## src/rtl/bist_response_analyzer.sv

```systemverilog
// MISR response compactor and BIST session FSM; start-to-done is NUM_PATTERNS+1 edges when resp_valid stays high.
// No backpressure: a RUN session simply stalls while resp_valid is low, with no timeout.
module bist_response_analyzer #(
    parameter int                 WIDTH        = 4,
    parameter int                 RESP_W       = 2,
    parameter logic [WIDTH-1:0]   POLY         = 4'b1100,
    parameter logic [WIDTH-1:0]   SEED         = 4'b0000,
    parameter int                 NUM_PATTERNS = 7,
    parameter logic [WIDTH-1:0]   GOLDEN       = 4'h0
) (
    input  logic              clk,
    input  logic              rst,
    input  logic              start,
    input  logic              resp_valid,
    input  logic [RESP_W-1:0] resp,
    output logic              pat_en,
    output logic              busy,
    output logic              done,
    output logic              pass,
    output logic              fail,
    output logic [WIDTH-1:0]  signature,
    output logic [7:0]        pattern_cnt
);

    typedef enum logic [1:0] {
        IDLE    = 2'd0,
        RUN     = 2'd1,
        COMPARE = 2'd2,
        DONE    = 2'd3
    } state_t;

    localparam logic [7:0] LAST_IDX = 8'(NUM_PATTERNS - 1);

    state_t           state;
    logic [WIDTH-1:0] misr;
    logic             fb;
    logic [WIDTH-1:0] misr_next;

    assign fb        = ^(misr & POLY);
    assign misr_next = {misr[WIDTH-2:0], fb} ^ WIDTH'(resp);
    assign signature = misr;

    // Outputs are set on the transition edge so they read as registered state decodes.
    always_ff @(posedge clk) begin
        if (rst) begin
            state       <= IDLE;
            misr        <= '0;
            pattern_cnt <= 8'd0;
            pat_en      <= 1'b0;
            busy        <= 1'b0;
            done        <= 1'b0;
            pass        <= 1'b0;
            fail        <= 1'b0;
        end else begin
            case (state)
                IDLE, DONE: begin
                    if (start) begin
                        state       <= RUN;
                        misr        <= SEED;
                        pattern_cnt <= 8'd0;
                        pass        <= 1'b0;
                        fail        <= 1'b0;
                        done        <= 1'b0;
                        pat_en      <= 1'b1;
                        busy        <= 1'b1;
                    end
                end
                RUN: begin
                    if (resp_valid) begin
                        misr        <= misr_next;
                        pattern_cnt <= pattern_cnt + 8'd1;
                        if (pattern_cnt == LAST_IDX) begin
                            state  <= COMPARE;
                            pat_en <= 1'b0;
                        end
                    end
                end
                COMPARE: begin
                    state <= DONE;
                    busy  <= 1'b0;
                    done  <= 1'b1;
                    pass  <= (misr == GOLDEN);
                    fail  <= (misr != GOLDEN);
                end
                default: begin
                    state <= IDLE;
                end
            endcase
        end
    end

endmodule

```

## config.mk

```make
export PLATFORM = sky130hd
export DESIGN_NAME = bist_response_analyzer
export DESIGN_NICKNAME = d
export VERILOG_FILES = /design/src/rtl/bist_response_analyzer.sv
export SDC_FILE = /design/constraint.sdc
export NUM_CORES = 1
export LEC_CHECK = 0
export ABC_AREA = 1
export BUFFER_PORTS_ARGS = -buffer_cell sky130_fd_sc_hd__clkbuf_2
export CORE_MARGIN = 2
export CORE_UTILIZATION = 46
export CTS_CLUSTER_SIZE = 12
export DETAILED_ROUTE_END_ITERATION = 8
export HOLD_SLACK_MARGIN = 0.15
export PLACE_DENSITY = 0.72
export SYNTH_ARGS = -nofsm -noshare
export SYNTH_HDL_FRONTEND = slang
export SYNTH_SLANG_ARGS = --single-unit
```

## constraint.sdc

```tcl
create_clock -name clk -period 1.4 [get_ports clk]
set_input_delay 0.21 -clock clk [delete_from_list [all_inputs] [get_ports clk]]
set_output_delay 0.21 -clock clk [all_outputs]
set_load 0.03 [all_outputs]
```

==> Word level (Yosys, flattened, before mapping) <==
Index checks and enable logic that the tools add are counted.
{ "word_totals": {"regBits": 19, "latchBits": 0, "mem_bits_rw": 0, "romBits": 0, "output_inout_bits": 17, "wordCells": 47, "n_memories": 0} }
{ "op_classes": {"add_sub_neg": 1, "multipliers": 0, "div_mod_pow": 0, "magnitude_cmp": 0, "n_eq_ne": 7, "n_shift": 0, "n_mux": 19, "bitwise": 1, "reduce_logical": 11} }
{ "op_table": {"columns": ["cell", "n"], "rows": [
  ["8-bit two-way mux", 2],
  ["8-bit case mux with 2 select lines", 1],
  ["1-bit case mux with 2 select lines", 5],
  ["8-bit by 1-bit adder with 8-bit output (second input constant)", 1],
  ["8-bit by 3-bit == test with 1-bit output (second input constant)", 1],
  ["4-bit two-way mux", 2],
  ["4-bit case mux with 2 select lines", 1],
  ["2-bit two-way mux", 3],
  ["2-bit inequality test (second input constant)", 3],
  ["2-bit case mux with 3 select lines", 1],
  ["3-bit AND reduction", 2],
  ["2-bit == test (second input constant)", 2],
  ["4-bit zero test", 1],
  ["1-bit two-way mux", 4],
  ["4-bit AND reduction", 1],
  ["2-bit nonzero test", 2],
  ["4-bit nonzero test", 1],
  ["4-bit XOR reduction", 1],
  ["4-bit by 2-bit bitwise XOR with 4-bit output", 1],
  ["2-bit by 1-bit == test with 1-bit output (second input constant)", 1],
  ["2-bit zero test", 1],
  ["2-bit AND reduction", 1],
  ["2-bit OR reduction", 1]
]} }

==> Logic depth before layout (Yosys ltp) <==
{ "depth": {"depth_word": 4, "mapped_depth": 10, "mapped_depth_nobuf": 10} }

==> Worst setup path before layout <==
Ideal clock, no wire load.
{ "synth_timing": {"path_kind": "register to register", "from": "register state[0]", "to": "register pat_en", "t_arrival_ps": 1348, "required_time_ps": 1286, "slack_ps": -62, "path_stages_with_launch": 10, "period_less_slack_ps": 1462, "cell_sequence": "dfxtp_1 -> inv_1 -> ha_1 -> nand2_2 -> nand2_2 -> nor2_2 -> buf_6 -> nand2_1 -> a21oi_1 -> nor2_1"} }
{ "synth_between": {"elab_chain_cells": 4, "word_cells_on_any_way": 10, "classes_between": "eq/ne (5); mux (1); reduce/logical (4)"} }
{ "synth_rtl": {"columns": ["item", "line", "source"], "rows": [
  ["from (decl)", "34", "state_t state;"],
  ["from (signal assigned)", "46", "state <= IDLE;"],
  ["from (signal assigned)", "58", "state <= RUN;"],
  ["from (signal assigned)", "73", "state <= COMPARE;"],
  ["2-bit == test or 2-bit zero test (tied branches)", "55", "case (state)"],
  ["2-bit OR reduction", "55", null],
  ["2-bit inequality test (no source line) or 2-bit nonzero test (tied branches)", null, null],
  ["4-bit AND reduction (no source line)", null, null],
  ["to (signal assigned)", "49", "pat_en <= 1'b0;"],
  ["to (signal assigned)", "64", "pat_en <= 1'b1;"],
  ["to (signal assigned)", "74", "pat_en <= 1'b0;"],
  ["to (decl)", "16", "output logic pat_en,"]
]} }
Several ways; a longest one is shown, not always the timed one.
A chain may end at the register's enable or synchronous reset.

==> Worst setup path in the final report <==
{ "layout_timing": {"from": "register state[0]", "to": "register pattern_cnt[6]"} }
{ "layout_between": {"elab_chain_cells": 4, "word_cells_on_any_way": 9, "classes_between": "eq/ne (4); mux (1); reduce/logical (4)"} }
{ "layout_rtl": {"columns": ["item", "line", "source"], "rows": [
  ["2-bit == test or 2-bit zero test (tied branches)", "55", null],
  ["2-bit OR reduction", "55", null],
  ["2-bit inequality test (no source line) or 2-bit nonzero test (tied branches)", null, null],
  ["3-bit AND reduction (no source line)", null, null],
  ["to (signal assigned)", "71", "pattern_cnt <= pattern_cnt + 8'd1;"],
  ["to (decl)", "22", "output logic [7:0] pattern_cnt"]
]} }
Several ways; a longest one is shown, not always the timed one.

==> reports/metrics.cfg <==
[placed_design]
buffers_on_ports=22
dpl.hpwl_um=1600
gp_congestion=0.798
place_ws_ns=-0.0926

[sta]
rsz0062_at_grt=yes
worst_slew_margin_rel_pct=79.6
final.setup_skew_ns=0.00228
timing_hold_violations_final=0
fin_hold_ws_ns=0.206
finalWorstSetupSlack_ns=0.0149
final_min_period_over_clock_period_pct=98.9
setup_viol=0
worst_pin_slew_ns=0.305
fin_crit_ns=1.39
final-max-slew-violation-count=0
fmax_ghz=0.722

[synth]
synth_top_area_share_pct=38.9
synth.top_cells.by_area=sky130_fd_sc_hd__dfxtp_1 (39%), sky130_fd_sc_hd__nand2_1 (15%), sky130_fd_sc_hd__nor2_1 (8.1%)
synth_warnings=0
number_of_synthesized_flops_with_an_enable_pin=0
synth.most_common_cell=sky130_fd_sc_hd__nand2_1
post_synthesis_sequential_element_count=19
synth_seq_area_share_pct=38.9
synth-async-reset-ratio_pct=0
netlist.top_cell.by_area=sky130_fd_sc_hd__dfxtp_1
synthesis.instances=143
yosys_most_used_dff=sky130_fd_sc_hd__dfxtp_1
netlist_area_um2=978
syn_nets=155
synth.avg_cell_area_um2=6.84
netlist-cell-type-count=19
yosys-top-cells-count=sky130_fd_sc_hd__nand2_1 (40), sky130_fd_sc_hd__nor2_1 (21), sky130_fd_sc_hd__dfxtp_1 (19), sky130_fd_sc_hd__inv_1 (19), sky130_fd_sc_hd__a21oi_1 (12)

[global_route]
grt_pass1_vias=899
grt_pass1_wl_um=3590
grt_start_max_net_pins=11
antenna_found_initial=0
track_usage_pct=18.2
gr-total-overflow=0

[finish]
nets=195
number_of_antenna_repair_diodes=0
ff_latch_area_um2=387
final_layout_size_suffix_gt1_share_pct=35.7
area_of_combinational_cells_with_multiple_inputs_um2=607
num-fill-cells=168
final_util_pct=68.2
area_growth_pct=38.1

[routing]
post_drt_via_cell_ratio=4.77
wirelength_um=2290
antenna_violating_nets_post_route=0
detailedRoute.firstIterationViolations=17
drt-wirelength-per-cell_um=11.0
dr_total_vias=996
drt-pass1-iter-count=4
detailed_route_drc_error_count=0

[clock_tree]
clock_latency_on_the_worst_skew_pair_ns=0.29
worst_setup_hold_path_clk_slew_ns=0.11
cts_num_sinks=19
numCtsBuffers=3
tritoncts=done
cts.path.max_buffers=2
ctsRootBufferMaster=sky130_fd_sc_hd__clkbuf_4
cts-htree-levels=1

[floorplanning]
rows=16
pin_count=23
initial_utilization_pct=49.4
die-area_um2=2510
floorplan.die.width_um=50.1
die_h_um=50.1
core_um2=1980

[critical_path]
cp-startpoint=state[0]$_SDFFE_PP0P_
timing.critical_path.from_type=register
worst_setup_path_end_kind=register
crit_arrival_ns=1.59
endpoint=pattern_cnt[6]$_SDFFE_PP0P_
rr_endpoint=pattern_cnt[6]$_SDFFE_PP0P_
critical_path_class=reg2reg
timing.rr.start=state[0]$_SDFFE_PP0P_
rr_worst_depth=9
cp.required_ns=1.61
largest_fanout_on_the_critical_path=6
reg_to_reg_slack_setup_ns=0.01

[power]
power_density_nw_per_um2=1980
p_leak_nw=0.633
finalPower_mw=2.68
max-vdd-ir-drop_uv=1170

[min_path]
timing.hold.worst.class=in2reg

[job]
timing.max_cap.violations=0

[run_status]
outcome=finished, final reports clean

==> report_power, final <==
| part | switching, mW | total [mW] | internal (mW) |
|---|---|---|---|
| sequential | 0.0805 | 0.735 | 0.655 |
| combinational | 0.950 | 1.66 | 0.709 |
| clock | 0.175 | 0.286 | 0.111 |
==> flip-flops by register name (all words and copies together), names as in the netlist <==
signal       cells
fail             1
busy             1
pass             1
state            2
signature        4
pat_en           1
pattern_cnt      8
done             1
==> cells in the final DEF (no fill, tap or decap), types with 2 or more instances in the layout <==
| master | instances |
|---|---|
| sky130_fd_sc_hd__nand3_1 | 5 |
| sky130_fd_sc_hd__o21ai_2 | 2 |
| sky130_fd_sc_hd__dfxtp_2 | 2 |
| sky130_fd_sc_hd__a21oi_2 | 2 |
| sky130_fd_sc_hd__buf_4 | 14 |
| sky130_fd_sc_hd__clkbuf_2 | 22 |
| sky130_fd_sc_hd__dfxtp_1 | 16 |
| sky130_fd_sc_hd__o21ai_0 | 3 |
| sky130_fd_sc_hd__nor2_4 | 3 |
| sky130_fd_sc_hd__nand2_2 | 3 |
| sky130_fd_sc_hd__inv_1 | 16 |
| sky130_fd_sc_hd__nand3_2 | 3 |
| sky130_fd_sc_hd__nand2_1 | 36 |
| sky130_fd_sc_hd__nor2_1 | 18 |
| sky130_fd_sc_hd__inv_2 | 3 |
| sky130_fd_sc_hd__xnor2_1 | 2 |
| sky130_fd_sc_hd__ha_4 | 2 |
| sky130_fd_sc_hd__clkbuf_4 | 3 |
| sky130_fd_sc_hd__a21oi_1 | 10 |
| sky130_fd_sc_hd__nand2_4 | 3 |
| sky130_fd_sc_hd__ha_1 | 4 |
==> repair_timing <==
action | in CTS | in global routing
gates cloned | 0 | 0
endpoints found under the setup margin | 13 | 15
hold buffers | 0 | 0
pin swaps | 0 | 7
buffers inserted | 1 | 4
gates resized for setup | 7 | 23
endpoints found under the hold margin | 0 | 0
==> critical path, cell delays in order (launching register included) <==
cell,delay (ns)
sky130_fd_sc_hd__dfxtp_2,0.37
sky130_fd_sc_hd__inv_2,0.05
sky130_fd_sc_hd__ha_4,0.24
sky130_fd_sc_hd__nand2_4,0.08
sky130_fd_sc_hd__nand2_4,0.06
sky130_fd_sc_hd__nor2_4,0.13
sky130_fd_sc_hd__buf_6,0.13
sky130_fd_sc_hd__nand3_1,0.09
sky130_fd_sc_hd__nand3_1,0.10
sky130_fd_sc_hd__inv_1,0.04
==> layer usage <==
layer  vias to the layer above  global-route usage (%)  wire length, µm
li1                        523                       -                -
met1                       456                    22.1             1050
met2                        15                    31.8             1170
met3                         2                    3.64               64
met4                         0                    5.56               14
met5                         -                       0                0
==> per-stage QoR <==
| step | instance area [µm²] | instances | TNS, ns |
|---|---|---|---|
| floorplan | 992 | 143 | 0 |
| global placement | 1190 | 200 | -0.267 |
| detailed placement | 1190 | 200 | -0.698 |
| CTS | 1240 | 205 | -0.00641 |
| global route | 1350 | 209 | -0.600 |
| finish | 1350 | 209 | 0 |
==> cell families (layout without fill, tap and decap cells) <==
logic type      after synthesis  count (layout)  share of synthesized area (%)
simple gates                 75              75                           31.3
fa+ha+maj                     6               6                           7.67
buf+inv                      21              60                           9.21
compound gates               20              20                           11.1
flops                        19              19                           38.9
xor+xnor                      2               2                           1.79
==> cell type report <==
| type | count | share of cell area (%) |
|---|---|---|
| Tap cell | 27 | 2.50 |
| Multi-Input combinational cell | 103 | 44.9 |
| Inverter | 19 | 5.28 |
| Sequential cell | 19 | 28.6 |
| Timing Repair Buffer | 37 | 16.8 |
| Clock buffer | 4 | 1.94 |
==> how the worst min path moves through the flow <==
stage,from,endpoint,slack (ns),depth (start not counted)
3_3_place_gp,pass$_SDFFE_PP0P_,pass$_SDFFE_PP0P_,0.45,2
6_report,rst,done$_SDFFE_PP0P_,0.21,2
5_1_grt,rst,done$_SDFFE_PP0P_,0.21,2
2_1_floorplan,rst,pattern_cnt[1]$_SDFFE_PP0P_,0.41,2
3_5_place_dp,done$_SDFFE_PP0P_,done$_SDFFE_PP0P_,0.45,2
4_1_cts,rst,done$_SDFFE_PP0P_,0.20,2
No activity file was read; power rests on OpenSTA's default activity.
